File: config.mk
export PLATFORM = sky130hd
export DESIGN_NAME = imem_fetch_ctrl
export DESIGN_NICKNAME = d
export VERILOG_FILES = /design/src/rtl/fetch_pkg.sv /design/src/rtl/fetch_fifo.sv /design/src/rtl/imem_fetch_ctrl.sv
export SDC_FILE = /design/constraint.sdc
export NUM_CORES = 1
export LEC_CHECK = 0
export ABC_AREA = 1
export CAP_MARGIN = 20
export CORE_ASPECT_RATIO = 1.25
export CORE_MARGIN = 2
export CORE_UTILIZATION = 25
export DETAILED_ROUTE_END_ITERATION = 10
export GPL_TIMING_DRIVEN = 0
export PLACE_DENSITY = 0.47
export SKIP_CTS_REPAIR_TIMING = 1
export SLEW_MARGIN = 20
export SYNTH_ARGS = -nofsm -noshare
export SYNTH_HDL_FRONTEND = slang
export SYNTH_HIERARCHICAL = 1
export SYNTH_SLANG_ARGS = --single-unit
File: constraint.sdc
create_clock -name clk -period 6 [get_ports clk]
set_clock_uncertainty 0.05 [all_clocks]
set_input_delay 0.9 -clock clk [delete_from_list [all_inputs] [get_ports clk]]
set_output_delay 0.9 -clock clk [all_outputs]
set_load 0.05 [all_outputs]
File: src/rtl/fetch_pkg.sv
// Shared types and constants for the instruction fetch sequencer.
package fetch_pkg;

    typedef enum logic [1:0] {
        IDLE  = 2'd0,
        RUN   = 2'd1,
        DRAIN = 2'd2
    } fetch_state_t;

    localparam int PC_STEP = 4;
    localparam int WORD_W  = 32;

endpackage

File: src/rtl/fetch_fifo.sv
// Small synchronous FIFO holding fetched {instruction, pc} pairs.
// Flush wins over push; the head reads as zero while empty.
module fetch_fifo #(
    parameter  int WIDTH = 64,
    parameter  int DEPTH = 2,
    localparam int AW    = $clog2(DEPTH),
    localparam int CW    = AW + 1
) (
    input  logic             clk,
    input  logic             rst_n,
    input  logic             push,
    input  logic             pop,
    input  logic             flush,
    input  logic [WIDTH-1:0] data,
    output logic [CW-1:0]    count,
    output logic [WIDTH-1:0] head
);

    logic [WIDTH-1:0] mem [DEPTH];
    logic [AW-1:0]    rd_ptr;
    logic [AW-1:0]    wr_ptr;
    logic             do_pop;
    logic             do_push;

    assign do_pop  = pop && (count != '0);
    assign do_push = push && ((count < CW'(DEPTH)) || do_pop);
    assign head    = (count != '0) ? mem[rd_ptr] : '0;

    always_ff @(posedge clk or negedge rst_n) begin
        if (!rst_n) begin
            rd_ptr <= '0;
            wr_ptr <= '0;
            count  <= '0;
        end else if (flush) begin
            rd_ptr <= '0;
            wr_ptr <= '0;
            count  <= '0;
        end else begin
            if (do_push) wr_ptr <= wr_ptr + AW'(1);
            if (do_pop)  rd_ptr <= rd_ptr + AW'(1);
            if (do_push && !do_pop)      count <= count + CW'(1);
            else if (do_pop && !do_push) count <= count - CW'(1);
        end
    end

    // Storage carries no reset; count gates what is visible.
    always_ff @(posedge clk) begin
        if (do_push && !flush) mem[wr_ptr] <= data;
    end

endmodule

File: src/rtl/imem_fetch_ctrl.sv
// Fetch sequencer: PC register, run/drain FSM and fetch decision
// feeding a small FIFO toward decode.
module imem_fetch_ctrl
    import fetch_pkg::*;
#(
    parameter int                ADDR_W   = 32,
    parameter logic [ADDR_W-1:0] RESET_PC = '0,
    parameter int                DEPTH    = 2
) (
    input  logic              clk,
    input  logic              rst_n,
    input  logic              start,
    input  logic              halt,
    input  logic              redirect_valid,
    input  logic [ADDR_W-1:0] redirect_pc,
    output logic [ADDR_W-1:0] imem_a,
    input  logic [31:0]       imem_rd,
    output logic              instr_valid,
    input  logic              instr_ready,
    output logic [31:0]       instr,
    output logic [ADDR_W-1:0] instr_pc,
    output logic              busy
);

    localparam int CW = $clog2(DEPTH) + 1;
    localparam int FW = WORD_W + ADDR_W;

    fetch_state_t      state;
    logic [ADDR_W-1:0] pc;
    logic              busy_q;
    logic [CW-1:0]     count;
    logic [FW-1:0]     head;
    logic              pop;
    logic              fetch;
    logic              drain_done;
    logic [ADDR_W-1:0] target;

    assign imem_a      = pc;
    assign busy        = busy_q;
    assign instr_valid = (count != '0);
    assign instr       = head[FW-1:ADDR_W];
    assign instr_pc    = head[ADDR_W-1:0];
    assign pop         = instr_valid && instr_ready;
    assign target      = redirect_pc & ~ADDR_W'(3);
    assign drain_done  = (count - CW'(pop)) == '0;

    assign fetch = (state == RUN) && !halt && !redirect_valid
                && ((count < CW'(DEPTH)) || pop);

    fetch_fifo #(
        .WIDTH (FW),
        .DEPTH (DEPTH)
    ) u_fifo (
        .clk   (clk),
        .rst_n (rst_n),
        .push  (fetch),
        .pop   (pop),
        .flush (redirect_valid),
        .data  ({imem_rd, pc}),
        .count (count),
        .head  (head)
    );

    always_ff @(posedge clk or negedge rst_n) begin
        if (!rst_n) begin
            state  <= IDLE;
            pc     <= RESET_PC;
            busy_q <= 1'b0;
        end else begin
            if (redirect_valid) pc <= target;
            else if (fetch)     pc <= pc + ADDR_W'(PC_STEP);

            unique case (state)
                IDLE: begin
                    if (start && !halt) begin
                        state  <= RUN;
                        busy_q <= 1'b1;
                    end
                end
                RUN: begin
                    if (halt) state <= DRAIN;
                end
                DRAIN: begin
                    // A redirect flush empties the FIFO just like a final pop.
                    if (redirect_valid || drain_done) begin
                        state  <= IDLE;
                        busy_q <= 1'b0;
                    end
                end
                default: begin
                    state  <= IDLE;
                    busy_q <= 1'b0;
                end
            endcase
        end
    end

endmodule

**Yosys cells after proc, flatten, opt, wreduce, memory -nomap -nowiden**

Memories as Yosys holds them, arrays and structs flattened.
Index checks and enable logic that the tools add are counted.

- Memories kept: 1
- Output and inout bits: 98
- Bits in writable memories: 128
- Register bits after elaboration: 39

- Reductions and logical operators: 26
- Bitwise operators: 1
- $add $sub $neg: 6
- Order comparisons: 1
- Muxes and demuxes: 19
- Eq/ne operators: 5

Memory list:

| memory | words | width | rd ports | clocked after Yosys merged registers in | wr ports | line | text |
|---|---|---|---|---|---|---|---|
| u_fifo.mem | 2 | 64 | 1 | 0 | 1 | fetch_fifo.sv:19 | `logic [WIDTH-1:0] mem [DEPTH];` |

Operators by type and width:

| kind | number |
|---|---|
| 2-to-1 mux 32 bit | 2 |
| 2-to-1 mux 64 bit | 1 |
| adder 32 x 3 -> 32 bit, second input constant | 1 |
| 2-to-1 mux 2 bit | 6 |
| logical AND 1 bit | 10 |
| 2-to-1 mux 1 bit | 8 |
| nonzero test 2 bit | 4 |
| != test 2 bit, second input constant | 3 |
| one-hot mux 2 bit (3 select lines) | 1 |
| AND reduction 3 bit | 2 |
| zero test 1 bit | 4 |
| zero test 2 bit | 2 |
| logical OR 1 bit | 3 |
| one-hot mux 1 bit (3 select lines) | 1 |
| nonzero test 3 bit | 1 |
| adder 1 bit, second input constant | 2 |
| adder 2 x 1 -> 2 bit, second input constant | 1 |
| equality test 2 x 1 -> 1 bit, second input constant | 1 |
| equality test 2 bit, second input constant | 1 |
| less-than comparator 2 bit, second input constant | 1 |
| subtractor 2 x 1 -> 2 bit | 1 |
| subtractor 2 x 1 -> 2 bit, second input constant | 1 |
| NOT 1 bit | 1 |

**Depth between registers and ports, before layout**

- Depth in word-level cells: 10
- Gate-level depth with buffers: 12
- Gate-level depth less buffers: 11

**Modules after synthesis**

Netlist, hierarchy kept.

Modules (own cells, without submodules):

| module | area each (sq um) | seq. area each (sq um) | instances | cells an instance |
|---|---|---|---|---|
| fetch_fifo | 5104.9 | 3943.8 | 1 | 376 |
| imem_fetch_ctrl | 2373.5 | 825.8 | 1 | 387 |

**Worst setup path before layout**

Ideal clock, no wire load.

- Path type: input -> register
- From: in halt
- To: mem u_fifo.mem[0][0] (enable)
- Path slack: 1.020 ns
- Stages on the path: 8
- Data arrival time: 4.444 ns
- Cell sequence: inv_1 > nand3_2 > nor2_4 > buf_2 > inv_1 > a21oi_2 > nand2_1 > nor2_1

- Longest elaborated chain between the ends: 8

Ends and longest elaborated chain:

| what | line | text |
|---|---|---|
| from (decl) | imem_fetch_ctrl.sv:13 | `input logic halt,` |
| zero test 1 bit | imem_fetch_ctrl.sv:47 | `assign fetch = (state == RUN) && !halt && !redirect_valid` |
| logical AND 1 bit (2 in a row) | imem_fetch_ctrl.sv:47 |  |
| logical AND 1 bit | imem_fetch_ctrl.sv:48 | `&& ((count < CW'(DEPTH)) \|\| pop);` |
| via fetch | imem_fetch_ctrl.sv:34 | `logic fetch;` |
| logical AND 1 bit | fetch_fifo.sv:26 | `assign do_push = push && ((count < CW'(DEPTH)) \|\| do_pop);` |
| logical AND 1 bit | fetch_fifo.sv:48 | `if (do_push && !flush) mem[wr_ptr] <= data;` |
| 2-to-1 mux 1 bit | fetch_fifo.sv:48 |  |
| 2-to-1 mux 1 bit (implied by the code) | fetch_fifo.sv:48 |  |
| to (decl) | fetch_fifo.sv:19 |  |

The timed path passes the listed nets, and every way through them passes these cells.

**Final worst setup path**

- From: in redirect_valid
- To: mem u_fifo.mem[0][39] (enable)

- Longest elaborated chain between the ends: 7

Ends and longest elaborated chain:

| what | line | text |
|---|---|---|
| from (decl) | imem_fetch_ctrl.sv:14 | `input logic redirect_valid,` |
| zero test 1 bit | imem_fetch_ctrl.sv:47 |  |
| logical AND 1 bit | imem_fetch_ctrl.sv:47 |  |
| logical AND 1 bit | imem_fetch_ctrl.sv:48 |  |
| via fetch | imem_fetch_ctrl.sv:34 |  |
| logical AND 1 bit | fetch_fifo.sv:26 |  |
| logical AND 1 bit | fetch_fifo.sv:48 |  |
| 2-to-1 mux 1 bit | fetch_fifo.sv:48 |  |
| 2-to-1 mux 1 bit (implied by the code) | fetch_fifo.sv:48 |  |

The timed path passes the listed nets, and every way through them passes these cells.

==> flow_summary_export.csv <==
group,metric,value,unit
floorplanning,ioPinCount,168,
clock_network,cts_buffers,17,
sta,setup_tns,0,ns
worst_setup_path,path_max_fanout,17,
final_layout,final_common_cell,"nand2_1",
worst_setup_path,path_cells,"clkdlybuf4s50_1, inv_2, o21ai_2, nor2_4, buf_2, inv_1, a21oi_2, nand2_1, nor2_4, buf_16, buf_16",
place,detailed_place_hpwl,15370,um
power,power_density,337.3,nW/um2
clock_network,cts.sink_count,165,
worst_setup_path,cp.arrival,3.66,ns
global_routing,grt_use_total,0.1380,
yosys,ys_types,32,
clock_network,path_clk_slew,0.06,ns
global_routing,globalRouteOverflowTotal,0,
yosys,netlist_area,7478,um2
global_routing,grt_max_degree,25,
clock_network,cts.htree.levels,4,
drt,wl,20830,um
sta,max_freq,280.1,MHz
yosys,yosys.area.top_type_share,0.5140,
final_layout,area_growth,39.80,%
worst_setup_path,crit_type,"in2reg",
clock_network,root_buffer,"clkbuf_16",
place,gp_congestion,0.8128,
sta,tightest_slew,0.6672,ns
worst_setup_path,slowest_delay,0.56,ns
global_routing,grt_pass1_wl,31770,um
yosys,ys_seq_area_frac,0.6378,
drt,drc_errors,0,
drt,avgViaCountPerCell,4.168,
sta,slew_viol_final,0,
min_path,hp-class,"in2async",
yosys,yosysTopAreaCell,"edfxtp_1",
sta,max-slew-margin-rel,0.5541,
worst_setup_path,cp-start-kind,"input port",
worst_setup_path,cp-end-kind,"register",
yosys,syn_avg_cell_area,9.801,um2
place,port_buffers,163,
final_layout,nets,1028,
clock_network,cts_tree,"built",
worst_setup_path,crit_buf_inv,6,
yosys,ys_ff_latch,165,
sta,finalHoldViolCount,0,
yosys,ys_warn_count,6,
sta,setup_viol,0,
worst_setup_path,slowest_stage,"clkdlybuf4s50_1",
power,peakVddDrop,0.1408,mV
run_status,status,"completed",
global_routing,grt_pass1_vias,5605,
floorplanning,initial_core_util,0.2549,
drt,wl_per_cell,15.24,um
sta,period_minus_slack,3.570,ns
final_layout,drive_above_1_share,0.1062,
floorplanning,die_w,158.7,um
drt,final_antenna_net_count,0,
clock_network,clock_latency,0.43,ns
yosys,synthCells,763,
floorplanning,die_area,31320,um2
yosys,synthTopCellsByArea,"edfxtp_1 51%, nand2_1 16%, dfrtp_1 12%, nand3_1 3.1%, a21oi_1 3.1%",
floorplanning,dieHeight,197.4,um
drt,dr_total_vias,5698,
sta,rsz0062_at_grt,"no",
worst_setup_path,required,6.09,ns
run,cap_violations,0,
final_layout,most-common-layout-cells,"311 x nand2_1, 162 x clkdlybuf4s50_1, 128 x edfxtp_1, 49 x inv_1, 47 x nand3_1",
floorplanning,rows,70,
clock_network,clock_path_buffers,2,
final_layout,postLayoutCoreUtil,0.3563,
global_routing,grt_antenna_before_repair,1,
floorplanning,core,29340,um2
worst_setup_path,critPathTopFamily,"buffers and inverters",
sta,period_share,0.5950,
power,leakage,3.963,nW
drt,first_pass_iters,4,
drt,drtIter0Drc,313,
worst paths after layout:
| check | startpoint | endpoint | slack [ns] | depth (start not counted) |
|---|---|---|---|---|
| setup / recovery | redirect_valid | u_fifo/mem[0][39] | 2.43 | 11 |
| setup reg to reg | u_fifo/count[1] | u_fifo/mem[0][39] | 3.01 | 10 |
| max in group asynchronous | rst_n | imem_a[26] | 5.11 | 2 |
| min in group clk | busy | busy | 0.43 | 2 |
| hold reg to reg | busy | busy | 0.43 | 2 |
| hold / removal | rst_n | busy | 0.33 | 1 |
layout make-up:
class                   instances  area [um2]
clock buffers                  20       436.7
plain buffers                  31       200.2
clock inverters                12       203.9
flip-flops and latches        165        4770
inverters                      55       206.4
fillers                      2983       18890
well taps                     396       495.5
repair buffers                170        1804
diodes                          1       2.502
multi-input cells             517        2336
flip-flops by register name (all words and copies together), names as in the netlist:
signal / cells
busy: 1
imem_a: 30
state: 2
u_fifo/count: 2
u_fifo/mem: 128
u_fifo/rd_ptr: 1
u_fifo/wr_ptr: 1
logic make-up (layout without fill, tap and decap cells):
family,count (synthesis),after routing,share of synthesized area
flip-flops,165,165,0.6378
adder cells (fa/ha/maj),1,1,0.001673
other,1,7,0.0005014
AO/OA/AOI/OAI,87,87,0.07295
AND/OR/NAND/NOR,415,415,0.2234
XOR/XNOR,8,8,0.009370
buffers and inverters,86,288,0.05438
synth_stat cells:
master    instances
clkinv_1          2
nand2_1         311
nor2_4            2
buf_2            16
inv_1            49
o21ai_0           2
o21a_1            1
nand2_2           2
buf_6             6
nor2_1           41
nand3_2           1
edfxtp_1        128
inv_2             4
dfrtp_1          37
nand3_1          47
nand4_1           3
clkbuf_1          4
a21oi_2          21
buf_4             5
or2_2             2
ha_1              1
o21ai_1           5
conb_1            1
o22ai_1           2
a21oi_1          46
o211ai_1          3
o21ai_2           1
xor2_1            6
and2_1            2
o21bai_1          6
nor2_2            4
xnor2_1           2
layer usage:
metal | track usage | vias up | wire, um
met5 | 0 | - | 0
met4 | 0.05005 | 0 | 335
met3 | 0.02940 | 18 | 834
met2 | 0.2435 | 109 | 10930
met1 | 0.1638 | 2664 | 8728
li1 | - | 2907 | -
metrics by stage:
step                      hold WS (ns)  worst slack (ns)  cell area [um2]  instances  power (mW)
final                           0.3264             2.430            10460       1367       3.526
after floorplan                 0.4318             1.020             7497        768       1.990
after global placement          0.4213            -1.841             9624       1327       2.371
after CTS                       0.3113             2.409            10450       1366       3.580
after detailed placement        0.4221             1.953             9812       1334       2.378
after global routing            0.3230             2.278            10460       1367       3.685
power by group:
group	switching (mW)	internal, mW
registers	0.0765	1.29
clock network	0.451	0.739
logic	0.651	0.321
total	1.18	2.35
Note: power is estimated with default switching activity, not from simulation.
